### config.mk
export PLATFORM = sky130hd
export DESIGN_NAME = idx_onehot_seq
export DESIGN_NICKNAME = d
export VERILOG_FILES = /design/src/rtl/idx_onehot_seq_pkg.sv /design/src/rtl/idx_onehot_seq_fifo.sv /design/src/rtl/idx_onehot_seq.sv
export SDC_FILE = /design/constraint.sdc
export NUM_CORES = 1
export LEC_CHECK = 0
export ABC_AREA = 1
export BUFFER_PORTS_ARGS = -buffer_cell sky130_fd_sc_hd__buf_2
export CAP_MARGIN = 30
export CORE_AREA = 2 2 74 76
export DETAILED_ROUTE_END_ITERATION = 8
export DIE_AREA = 0 0 76 78
export PLACE_DENSITY = 0.6
export SETUP_SLACK_MARGIN = 0.5
export SLEW_MARGIN = 10
export SYNTH_ARGS = -nofsm -noshare
export SYNTH_HDL_FRONTEND = slang
export SYNTH_SLANG_ARGS = --single-unit
export TNS_END_PERCENT = 10
### constraint.sdc
create_clock -name clk -period 2 [get_ports clk]
set_input_delay 0.2 -clock clk [delete_from_list [all_inputs] [get_ports clk]]
set_output_delay 0.2 -clock clk [all_outputs]
set_load 0.02 [all_outputs]
### src/rtl/idx_onehot_seq_pkg.sv
// Shared types and constants for the index-to-one-hot beat sequencer.
package idx_onehot_seq_pkg;

    localparam int IDX_W    = 4;
    localparam int ONEHOT_W = 16;
    localparam int CMD_W    = 2 * IDX_W;

    typedef enum logic {
        IDLE = 1'b0,
        RUN  = 1'b1
    } seq_state_t;

    typedef struct packed {
        logic [IDX_W-1:0] idx;
        logic [IDX_W-1:0] len;
    } cmd_t;

    function automatic logic [ONEHOT_W-1:0] idx_to_onehot(input logic [IDX_W-1:0] i);
        idx_to_onehot = ONEHOT_W'(1) << i;
    endfunction

endpackage

### src/rtl/idx_onehot_seq_fifo.sv
// Synchronous FIFO with extra-bit pointers; push is dropped when full, pop when empty.
module sync_fifo #(
    parameter int WIDTH = 8,
    parameter int DEPTH = 2
) (
    input  logic             clk,
    input  logic             rst,
    input  logic             push,
    input  logic             pop,
    input  logic [WIDTH-1:0] din,
    output logic [WIDTH-1:0] dout,
    output logic             full,
    output logic             empty
);

    localparam int AW = $clog2(DEPTH);

    logic [WIDTH-1:0] mem [DEPTH];
    logic [AW:0]      wr_ptr;
    logic [AW:0]      rd_ptr;
    logic             do_push;
    logic             do_pop;

    assign do_push = push && !full;
    assign do_pop  = pop && !empty;
    assign empty   = (wr_ptr == rd_ptr);
    assign full    = (wr_ptr[AW] != rd_ptr[AW]) && (wr_ptr[AW-1:0] == rd_ptr[AW-1:0]);
    assign dout    = mem[rd_ptr[AW-1:0]];

    always_ff @(posedge clk) begin
        if (rst) begin
            wr_ptr <= '0;
            rd_ptr <= '0;
        end else begin
            if (do_push) wr_ptr <= wr_ptr + (AW+1)'(1);
            if (do_pop)  rd_ptr <= rd_ptr + (AW+1)'(1);
        end
    end

    // Storage carries no reset; only the pointers define validity.
    always_ff @(posedge clk) begin
        if (do_push && !rst) mem[wr_ptr[AW-1:0]] <= din;
    end

endmodule

### src/rtl/idx_onehot_seq.sv
// Queues {idx, len} commands and emits len+1 consecutive one-hot beats per command.
//   state | meaning
//   IDLE  | no active command; pops the FIFO head when one is queued
//   RUN   | beat cur_idx presented; advances on out_ready, chains next command on last beat
module idx_onehot_seq
    import idx_onehot_seq_pkg::*;
#(
    parameter int DEPTH = 2
) (
    input  logic                clk,
    input  logic                rst,
    input  logic                in_valid,
    output logic                in_ready,
    input  logic [IDX_W-1:0]    in_idx,
    input  logic [IDX_W-1:0]    in_len,
    output logic                out_valid,
    input  logic                out_ready,
    output logic [ONEHOT_W-1:0] out_onehot,
    output logic [IDX_W-1:0]    out_idx,
    output logic                out_last,
    output logic                busy
);

    seq_state_t       state, state_nxt;
    logic [IDX_W-1:0] cur_idx, cur_idx_nxt;
    logic [IDX_W-1:0] remaining, remaining_nxt;
    cmd_t             in_cmd;
    cmd_t             head;
    logic             fifo_full;
    logic             fifo_empty;
    logic             pop;

    assign in_cmd   = {in_idx, in_len};
    assign in_ready = !fifo_full;

    sync_fifo #(
        .WIDTH (CMD_W),
        .DEPTH (DEPTH)
    ) u_fifo (
        .clk   (clk),
        .rst   (rst),
        .push  (in_valid),
        .pop   (pop),
        .din   (in_cmd),
        .dout  (head),
        .full  (fifo_full),
        .empty (fifo_empty)
    );

    always_ff @(posedge clk) begin
        if (rst) begin
            state     <= IDLE;
            cur_idx   <= '0;
            remaining <= '0;
        end else begin
            state     <= state_nxt;
            cur_idx   <= cur_idx_nxt;
            remaining <= remaining_nxt;
        end
    end

    always_comb begin
        state_nxt     = state;
        cur_idx_nxt   = cur_idx;
        remaining_nxt = remaining;
        pop           = 1'b0;
        case (state)
            IDLE: begin
                if (!fifo_empty) begin
                    pop           = 1'b1;
                    cur_idx_nxt   = head.idx;
                    remaining_nxt = head.len;
                    state_nxt     = RUN;
                end
            end
            RUN: begin
                if (out_ready) begin
                    if (remaining != '0) begin
                        cur_idx_nxt   = cur_idx + IDX_W'(1);
                        remaining_nxt = remaining - IDX_W'(1);
                    end else if (!fifo_empty) begin
                        // Chain straight into the next command without an idle cycle.
                        pop           = 1'b1;
                        cur_idx_nxt   = head.idx;
                        remaining_nxt = head.len;
                    end else begin
                        state_nxt = IDLE;
                    end
                end
            end
            default: state_nxt = IDLE;
        endcase
    end

    assign out_valid  = (state == RUN);
    assign out_idx    = (state == RUN) ? cur_idx : '0;
    assign out_onehot = (state == RUN) ? idx_to_onehot(cur_idx) : '0;
    assign out_last   = (state == RUN) && (remaining == '0);
    assign busy       = !fifo_empty || (state == RUN);

endmodule

# Yosys cells after proc, flatten, opt, wreduce, memory -nomap -nowiden
# Memories as Yosys holds them, arrays and structs flattened. A register that Yosys moved wholly into a read port is not among the register bits.
# Index checks and enable logic that the tools add are counted.
# W data, S select, Z words.
dict set report word_totals {
  ff_bits 13
  ramBits 16
  inputBits 12
  elab_cells 48
  mem_count 1
}
dict set report classes {
  add_sub_neg 4
  eq_ne 4
  shifts 1
  n_mux 21
  n_bitwise 1
  reduce_logical 11
}
# memory words word_bits rd rd_clocked_by_memory_dff write_ports line
set mem_list {}
lappend mem_list {u_fifo.mem 2 8 1 1 1 idx_onehot_seq_fifo.sv:18} ;# logic [WIDTH-1:0] mem [DEPTH];
# cell count
set op_table {}
lappend op_table {{$mux W4} 7}
lappend op_table {{$mux W16} 1}
lappend op_table {{$pmux W4 S2} 2}
lappend op_table {{$shl A1 B4 Y16 const A} 1}
lappend op_table {{$mux W1} 9}
lappend op_table {{$logic_and A1 B1 Y1} 5}
lappend op_table {{$add A2 B1 Y2 const B} 2}
lappend op_table {{$add A4 B1 Y4 const B} 1}
lappend op_table {{$logic_not A4 Y1} 1}
lappend op_table {{$pmux W1 S2} 2}
lappend op_table {{$reduce_bool A4 Y1} 1}
lappend op_table {{$sub A4 B1 Y4 const B} 1}
lappend op_table {{$logic_not A1 Y1} 3}
lappend op_table {{$eq A2 B2 Y1} 1}
lappend op_table {{$ne A2 B2 Y1 const B} 1}
lappend op_table {{$eq A1 B1 Y1} 1}
lappend op_table {{$logic_or A1 B1 Y1} 1}
lappend op_table {{$ne A1 B1 Y1} 1}
lappend op_table {{$not A1 Y1} 1}

# Depth between registers and ports, before layout
# Gate-level depths: netlist (run 1).
dict set report depth {
  ltp_word 8
  depth_mapped 9
}

# Cells and area by module
# Synthesis (run 1) repeated with hierarchy kept, for this count alone.
dict set report hier_totals {
  hier_cells 219
  hier_area_um2 1770.4
}
# mod n_inst cells_per_inst area_per_inst_um2
set by_module_without_submodules {}
lappend by_module_without_submodules {idx_onehot_seq 1 148 893.4}
lappend by_module_without_submodules {sync_fifo 1 71 877.1}

# Worst setup path after synthesis (run 1)
# No wires, ideal clock.
dict set report synth_path {
  path_type {register to register}
  startpoint {register u_fifo.rd_ptr[0]}
  endpoint {memory u_fifo.mem[0][0] (enable)}
  setup_ns 0.383
  t_arrival_ns 1.407
  setup_slack_ns 0.210
  stages_incl_launch_ff 7
  path_buffers 0
  synth_period_minus_slack_ns 1.790
  cell_sequence {dfxtp_1 -> inv_2 -> nand2_2 -> nand2_4 -> nand3_2 -> nand2_1 -> nor3_1}
}
dict set report synth_between {
  elab_chain_len 7
}
# item line
set synth_rtl {}
lappend synth_rtl {{start: declaration} idx_onehot_seq_fifo.sv:20} ;# logic [AW:0] rd_ptr;
lappend synth_rtl {{start signal: assignment} idx_onehot_seq_fifo.sv:36} ;# if (do_pop) rd_ptr <= rd_ptr + (AW+1)'(1);
lappend synth_rtl {{$eq A1 B1 Y1} idx_onehot_seq_fifo.sv:27} ;# assign full = (wr_ptr[AW] != rd_ptr[AW]) && (wr_ptr[AW-1:0] == rd_ptr[AW-1:0]);
lappend synth_rtl {{$logic_and A1 B1 Y1} idx_onehot_seq_fifo.sv:27}
lappend synth_rtl {{$logic_not A1 Y1} n/a}
lappend synth_rtl {{named net in_ready} idx_onehot_seq.sv:13} ;# output logic in_ready,
lappend synth_rtl {{$logic_and A1 B1 Y1} idx_onehot_seq_fifo.sv:24} ;# assign do_push = push && !full;
lappend synth_rtl {{$logic_and A1 B1 Y1} idx_onehot_seq_fifo.sv:42} ;# if (do_push && !rst) mem[wr_ptr[AW-1:0]] <= din;
lappend synth_rtl {{$mux W1} idx_onehot_seq_fifo.sv:42}
lappend synth_rtl {{$mux W1 (not written as such)} idx_onehot_seq_fifo.sv:42}
lappend synth_rtl {{end: declaration} idx_onehot_seq_fifo.sv:18}
# The timed path passes the listed nets, and every way through them passes these cells.

# Worst setup path after layout (run 1)
dict set report layout_path {
  startpoint {register cur_idx[0]}
  endpoint {output out_onehot[7]}
}
dict set report layout_between {
  elab_chain_len 2
}
# item line
set layout_rtl {}
lappend layout_rtl {{start: declaration} idx_onehot_seq.sv:25} ;# logic [IDX_W-1:0] cur_idx, cur_idx_nxt;
lappend layout_rtl {{start signal: assignment} idx_onehot_seq.sv:57} ;# cur_idx <= cur_idx_nxt;
lappend layout_rtl {{$shl A1 B4 Y16} idx_onehot_seq_pkg.sv:19} ;# idx_to_onehot = ONEHOT_W'(1) << i;
lappend layout_rtl {{$mux W16} idx_onehot_seq.sv:97} ;# assign out_onehot = (state == RUN) ? idx_to_onehot(cur_idx) : '0;
lappend layout_rtl {{end: declaration} idx_onehot_seq.sv:18} ;# output logic [ONEHOT_W-1:0] out_onehot,
# Every way passes these cells.

==> results.ini, run 1 <==
[outcome]
outcome=finished, final reports clean

[floorplanning]
die_y_um=78
start_util_pct=34.3
num_rows=26
die_area_um2=5930
dieWidth_um=76
pin_count=36
core_region_area_um2=5040

[power]
power_density_nw_per_um2=1440
switching_share_pct=45.5
p_int_mw=1.79
p_leak_nw=1.02
clockPowerShare_pct=14.0
peakVddDrop_mv=0.626
p_seq_share_pct=30.9
comb_power_share_pct=55.0
p_switching_mw=1.50

[timing]
max_freq_mhz=679
finalCriticalPeriod_ns=1.47
rsz0062_at_grt=true
finalClockSkew_ns=0.00556
setup_viol=0
setup_slack_ns=0.527
whs_ns=0.112
slew_headroom_pct=81.7
worst_slew_pin_slew_ns=0.271
finalCritPeriodShare_pct=73.7
finalHoldViolations=0
tns_ns=0
slew_viol_final=0

[clock_network]
htree_levels=2
clkTransAtPathRegs_ns=0.07
clock_latency_ns=0.27
cts_root_buf=clkbuf_8
cts_num_sinks=30
numCtsBuffers=5
cts_tree=yes
cts_hold_buf=0
cts_buffer_depth=2

[worst_setup_path]
worstPathRequired_ns=1.80
worstSetupEndpointType=output port
critPathKind=flip-flop to output port
worstPathArrival_ns=1.27
worstSetupStartpointType=flip-flop
worstPathMaxFanout=7

[grt]
grt_pass1_vias=1347
grt_max_degree=16
grt_pass1_wl_mm=6.04
antenna_found_initial=0
grt_usage_pct=12.6
grt_overflow=0

[final_layout]
drive_gt1_share_pct=40.2
nets=279
n_antenna_cell=0
syn2layout_area_growth_pct=31.7
fin_util_pct=45.2
final_cell_count_no_fill=331

[detailed_routing]
routed.top_layer=met4
firstDrtPassIters=4
drc=0
wl_met3_um=199
antenna_left=0
num_vias=1440
wl_mm=3.56
wl_met1_mm=1.64
drt_iter0_drc=46
viasPerCell=4.35
wl_met2_mm=1.70
wl_per_cell_um=10.7

[logic_synthesis]
muxShareOfSynthArea_pct=0
synth_edf_count=16
ys_top_cells_by_area=edfxtp_1 (28%), dfxtp_1 (16%), nand2_1 (11%), nor2_1 (7.4%), ha_1 (5.1%)
yosys.area_share.simple_pct=31.8
postSynthNetCount=231
synth_top_area_cell=edfxtp_1
synth_xor_area_share_pct=1.01
synthAdderAreaFrac_pct=5.06
syn-cell-area_um2=1730
ys_seq_area_share_pct=43.9
synth_seq_cells=30
synth_top_family_by_area=simple AND/OR/NAND/NOR gates
syn_inst=212
yosysWarningCount=0
synth_top_area_share_pct=27.7
yosysUniqueCellTypes=32
async_flop_share_pct=0
synth-compound-area-share_pct=9.18
synth_ff_type=edfxtp_1
syn_avg_cell_area_um2=8.17

[placement]
place_congestion=0.730
port_buffers=35
dp_cells=311
hpwl_mm=2.53
dp_slack_ns=0.424

[run]
max_cap_violations=0

[hold_path]
hold_path_class=primary input to flip-flop

placed cells by master, fill, tap and decap left out, types with 2 or more instances in the layout:
cell type,count
nand2_1,50
nor2_1,31
buf_4,26
buf_2,20
edfxtp_1,16
inv_1,15
nand3_1,12
inv_2,10
a21oi_1,7
o21ai_1,6
dfxtp_1,6
dfxtp_4,6
nand2_2,5
clkbuf_8,5
o21ai_0,4
ha_2,4
nor2_2,3
nand3_4,3
o21ai_2,3
inv_4,2
nand2_4,2
nand2_8,2
a21oi_2,2
a21boi_0,2
ha_4,2
clkinv_2,2
dfxtp_2,2
through the flow:
stage	power (mW)	instance area [µm²]
after floorplan	2.22	1750
after global placement	2.48	1970
after detailed placement	2.50	1970
after CTS	2.97	2060
after global routing	3.61	2280
final	3.29	2280
flip-flops by register name, indices dropped and copies added (netlist names), named ones only:
| name | cells |
|---|---|
| u_fifo.wr_ptr | 2 |
| out_valid | 1 |
| cur_idx | 4 |
| u_fifo.rd_ptr | 2 |
| u_fifo.mem | 16 |
| remaining | 4 |
what timing repair did:
action / 4_1_cts / 5_1_grt
resized for setup: 4 / 47
endpoints found under the setup margin: 35 / 33
cloned: 0 / 0
setup buffers: 0 / 12
pin swaps: 1 / 11
power by group through the flow:
stage          registers [mW]  clock network, mW  logic, mW
6_report                 1.02              0.462       1.81
5_1_grt                  1.05              0.509       2.04
4_1_cts                 0.979              0.473       1.52
3_5_place_dp            0.985                  0       1.51
3_3_place_gp            0.985                  0       1.49
2_1_floorplan           0.902                  0       1.31
critical path, cell delays in order, from the launching register on:
cell and delay, ns:
dfxtp_4 0.40, ha_4 0.14, ha_2 0.16, inv_2 0.04
nor2_1 0.11, buf_4 0.16
cell usage after synthesis (all sizes together), types with 2 or more instances:
| cell | number |
|---|---|
| nand2 | 59 |
| nor2 | 36 |
| inv | 28 |
| edfxtp | 16 |
| nand3 | 16 |
| dfxtp | 14 |
| o21ai | 13 |
| a21oi | 9 |
| ha | 7 |
| buf | 5 |
| a21boi | 2 |
logic make-up (layout without fill, tap and decap cells):
logic type,count (synthesis),count (layout)
compound gates,26,26
simple gates,113,113
fa+ha+maj,7,7
xor+xnor,2,2
flops,30,30
buf+inv,34,83
per-layer routing:
metal	GRT usage (%)	vias to the layer above
met5	0	-
met4	4.55	0
met1	14.9	623
met2	21.2	41
met3	4.77	2
li1	-	774
worst paths after layout:
| check | from | end | slack [ns] | depth (start not counted) |
|---|---|---|---|---|
| setup / recovery | cur_idx[0] | out_onehot[7] | 0.53 | 5 |
| hold / removal | in_len[1] | u_fifo.mem[1][1] | 0.11 | 1 |
| setup reg to reg | u_fifo.wr_ptr[0] | u_fifo.mem[0][4] | 0.55 | 7 |
| hold reg to reg | u_fifo.wr_ptr[1] | u_fifo.wr_ptr[1] | 0.49 | 2 |
final cells by class:
class	instances	area, µm²
clock buffer	6	72.6
clock inverter	2	10.0
fill	518	2760
inverter	28	118
multi-input combinational	148	892
sequential	30	786
tap	70	87.6
timing repair buffer	47	315
No activity file was read; power rests on OpenSTA's default activity.
==> run 2, diff against run 1 <==
- PLACE_DENSITY: 0.6 -> 0.62
- clock period: 2 -> 1.2 ns (I/O delays scaled with it)
==> run 2 against run 1 <==
The flow now finishes with violations (setup timing); worst hold slack worse by 0.093 ns; wire length up 11%; register-to-register slack worse by 0.64 ns; clock skew up 0.0024 ns; sequential cell count unchanged; sequential share of layout area down 5.2 points; count of clock-buffer cells in the layout unchanged; via count up 9.6%; design area up 17%; core utilization up 7.6 points; clock power up 68%.
==> results.ini, run 2 (synthesis results as in run 1) <==
[outcome]
outcome=complete, but fails checks
violations=setup timing

[worst_setup_path]
cpMaxStageDelayCell=dfxtp_1
worstPathRequired_ns=1.08
max_stage_delay_ns=0.42
r2r_start=remaining[0]
worstPathArrival_ns=1.24
worstSetupStartpointType=flip-flop
cp_top_family=flip-flops
crit_chain=inv_1 > nand2_2 > nor2_1 > buf_4
critPathKind=flip-flop to output port
worstSetupEndpointType=output port
worstPathMaxFanout=8
crit_buf_inv=2
critPathLaunch=cur_idx[3]

[power]
p_seq_share_pct=24.2
clockPowerShare_pct=12.2
power_density_nw_per_um2=2390
p_switching_mw=2.78
comb_power_share_pct=63.6
switching_share_pct=43.7
p_int_mw=3.58
power_mw=6.37
peakVddDrop_mv=0.991
p_leak_nw=1.18

[clock_network]
cts_root_buf=clkbuf_8
cts_num_sinks=30
htree_levels=2
cts_buffer_depth=2
clock_latency_ns=0.29
cts_hold_buf=0
clkTransAtPathRegs_ns=0.07
cts_tree=yes
numCtsBuffers=5

[timing]
setup_slack_ns=-0.161
setup_viol=47
max_freq_mhz=735
worst_slew_pin_slew_ns=0.291
finalCriticalPeriod_ns=1.36
tns_ns=-3.77
finalCritPeriodShare_pct=113
finalHoldViolations=0
finalClockSkew_ns=0.00791
rsz0062_at_grt=true
slew_headroom_pct=80.6
slew_viol_final=0

[grt]
grt_pass1_vias=1496
antenna_found_initial=0
grt_use_met3_pct=3.84
grt-busiest-layer=met2
grt_overflow=0
grt_usage_pct=14.5
grt_use_met1_pct=17.3
grt_max_degree=15
grt_pass1_wl_mm=6.87
met2_usage_pct=24.9

[hold_path]
hp-start=in_len[0]
hold_path_class=primary input to flip-flop

[final_layout]
largest_register_ffs=16
n_antenna_cell=0
mostFrequentLayoutCell=nand2_1
syn2layout_area_growth_pct=54.0
drive_gt1_share_pct=50.9
nets=303
final_cell_mix=nand2_1 (43), buf_4 (38), nor2_1 (27), buf_6 (16), edfxtp_1 (16)
stdcell_area_um2=2670

[detailed_routing]
drc=0
firstDrtPassIters=4
wl_mm=3.96
num_vias=1578
antenna_left=0
drt_iter0_drc=75
wl_per_cell_um=11.1
viasPerCell=4.45

[floorplanning]
dieWidth_um=76
die_y_um=78
core_region_area_um2=5040
die_area_um2=5930
pin_count=36
start_util_pct=34.3
num_rows=26

[placement]
placed_cell_area_um2=2240
hpwl_mm=2.81
place_congestion=0.737
port_buffers=35
dp_slack_ns=-0.165

[run]
max_cap_violations=0

## run 2: path summary, 6_finish.rpt
path                      endpoint  slack, ns  cells past startpoint
hold / removal    u_fifo.mem[0][0]       0.02                      1
setup reg to reg        cur_idx[1]      -0.09                      9
hold reg to reg   u_fifo.wr_ptr[0]       0.57                      3
setup / recovery     out_onehot[0]      -0.16                      4
## run 2: layer usage
metal | up-vias | wire length, µm
met5 | - | 0
met4 | 0 | 87
met3 | 8 | 237
met2 | 46 | 1990
met1 | 701 | 1640
li1 | 823 | -
## run 2: area by class of cell
class                           count  area (µm²)
Clock buffer                        6        72.6
Clock inverter                      2        8.76
Fill cell                         464        2380
Inverter                           28         120
Multi-Input combinational cell    148        1010
Sequential cell                    30         781
Tap cell                           70        87.6
Timing Repair Buffer               71         591
## run 2: timing repair
action | CTS | global route
pin swaps | 26 | 7
setup endpoints to repair | 54 | 54
setup buffers | 4 | 1
gates resized for setup | 72 | 24
## run 2: per-stage QoR
stage | util [%] | instances | hold WS [ns]
3_5_place_dp | 44.4 | 342 | 0.311
6_report | 52.9 | 355 | 0.0188
2_1_floorplan | - | 212 | 0.219
5_1_grt | 52.9 | 355 | 0.0173
4_1_cts | 51.2 | 354 | 0.0137
3_3_place_gp | 44.4 | 342 | 0.307
## run 2: power groups by stage
| stage | combinational [mW] | sequential, mW | clock, mW |
|---|---|---|---|
| final | 4.05 | 1.54 | 0.774 |
| after floorplan | 2.21 | 1.51 | 0 |
| after CTS | 3.88 | 1.53 | 0.800 |
| after global placement | 3.26 | 1.49 | 0 |
| after global routing | 4.48 | 1.58 | 0.853 |
| after detailed placement | 3.30 | 1.49 | 0 |
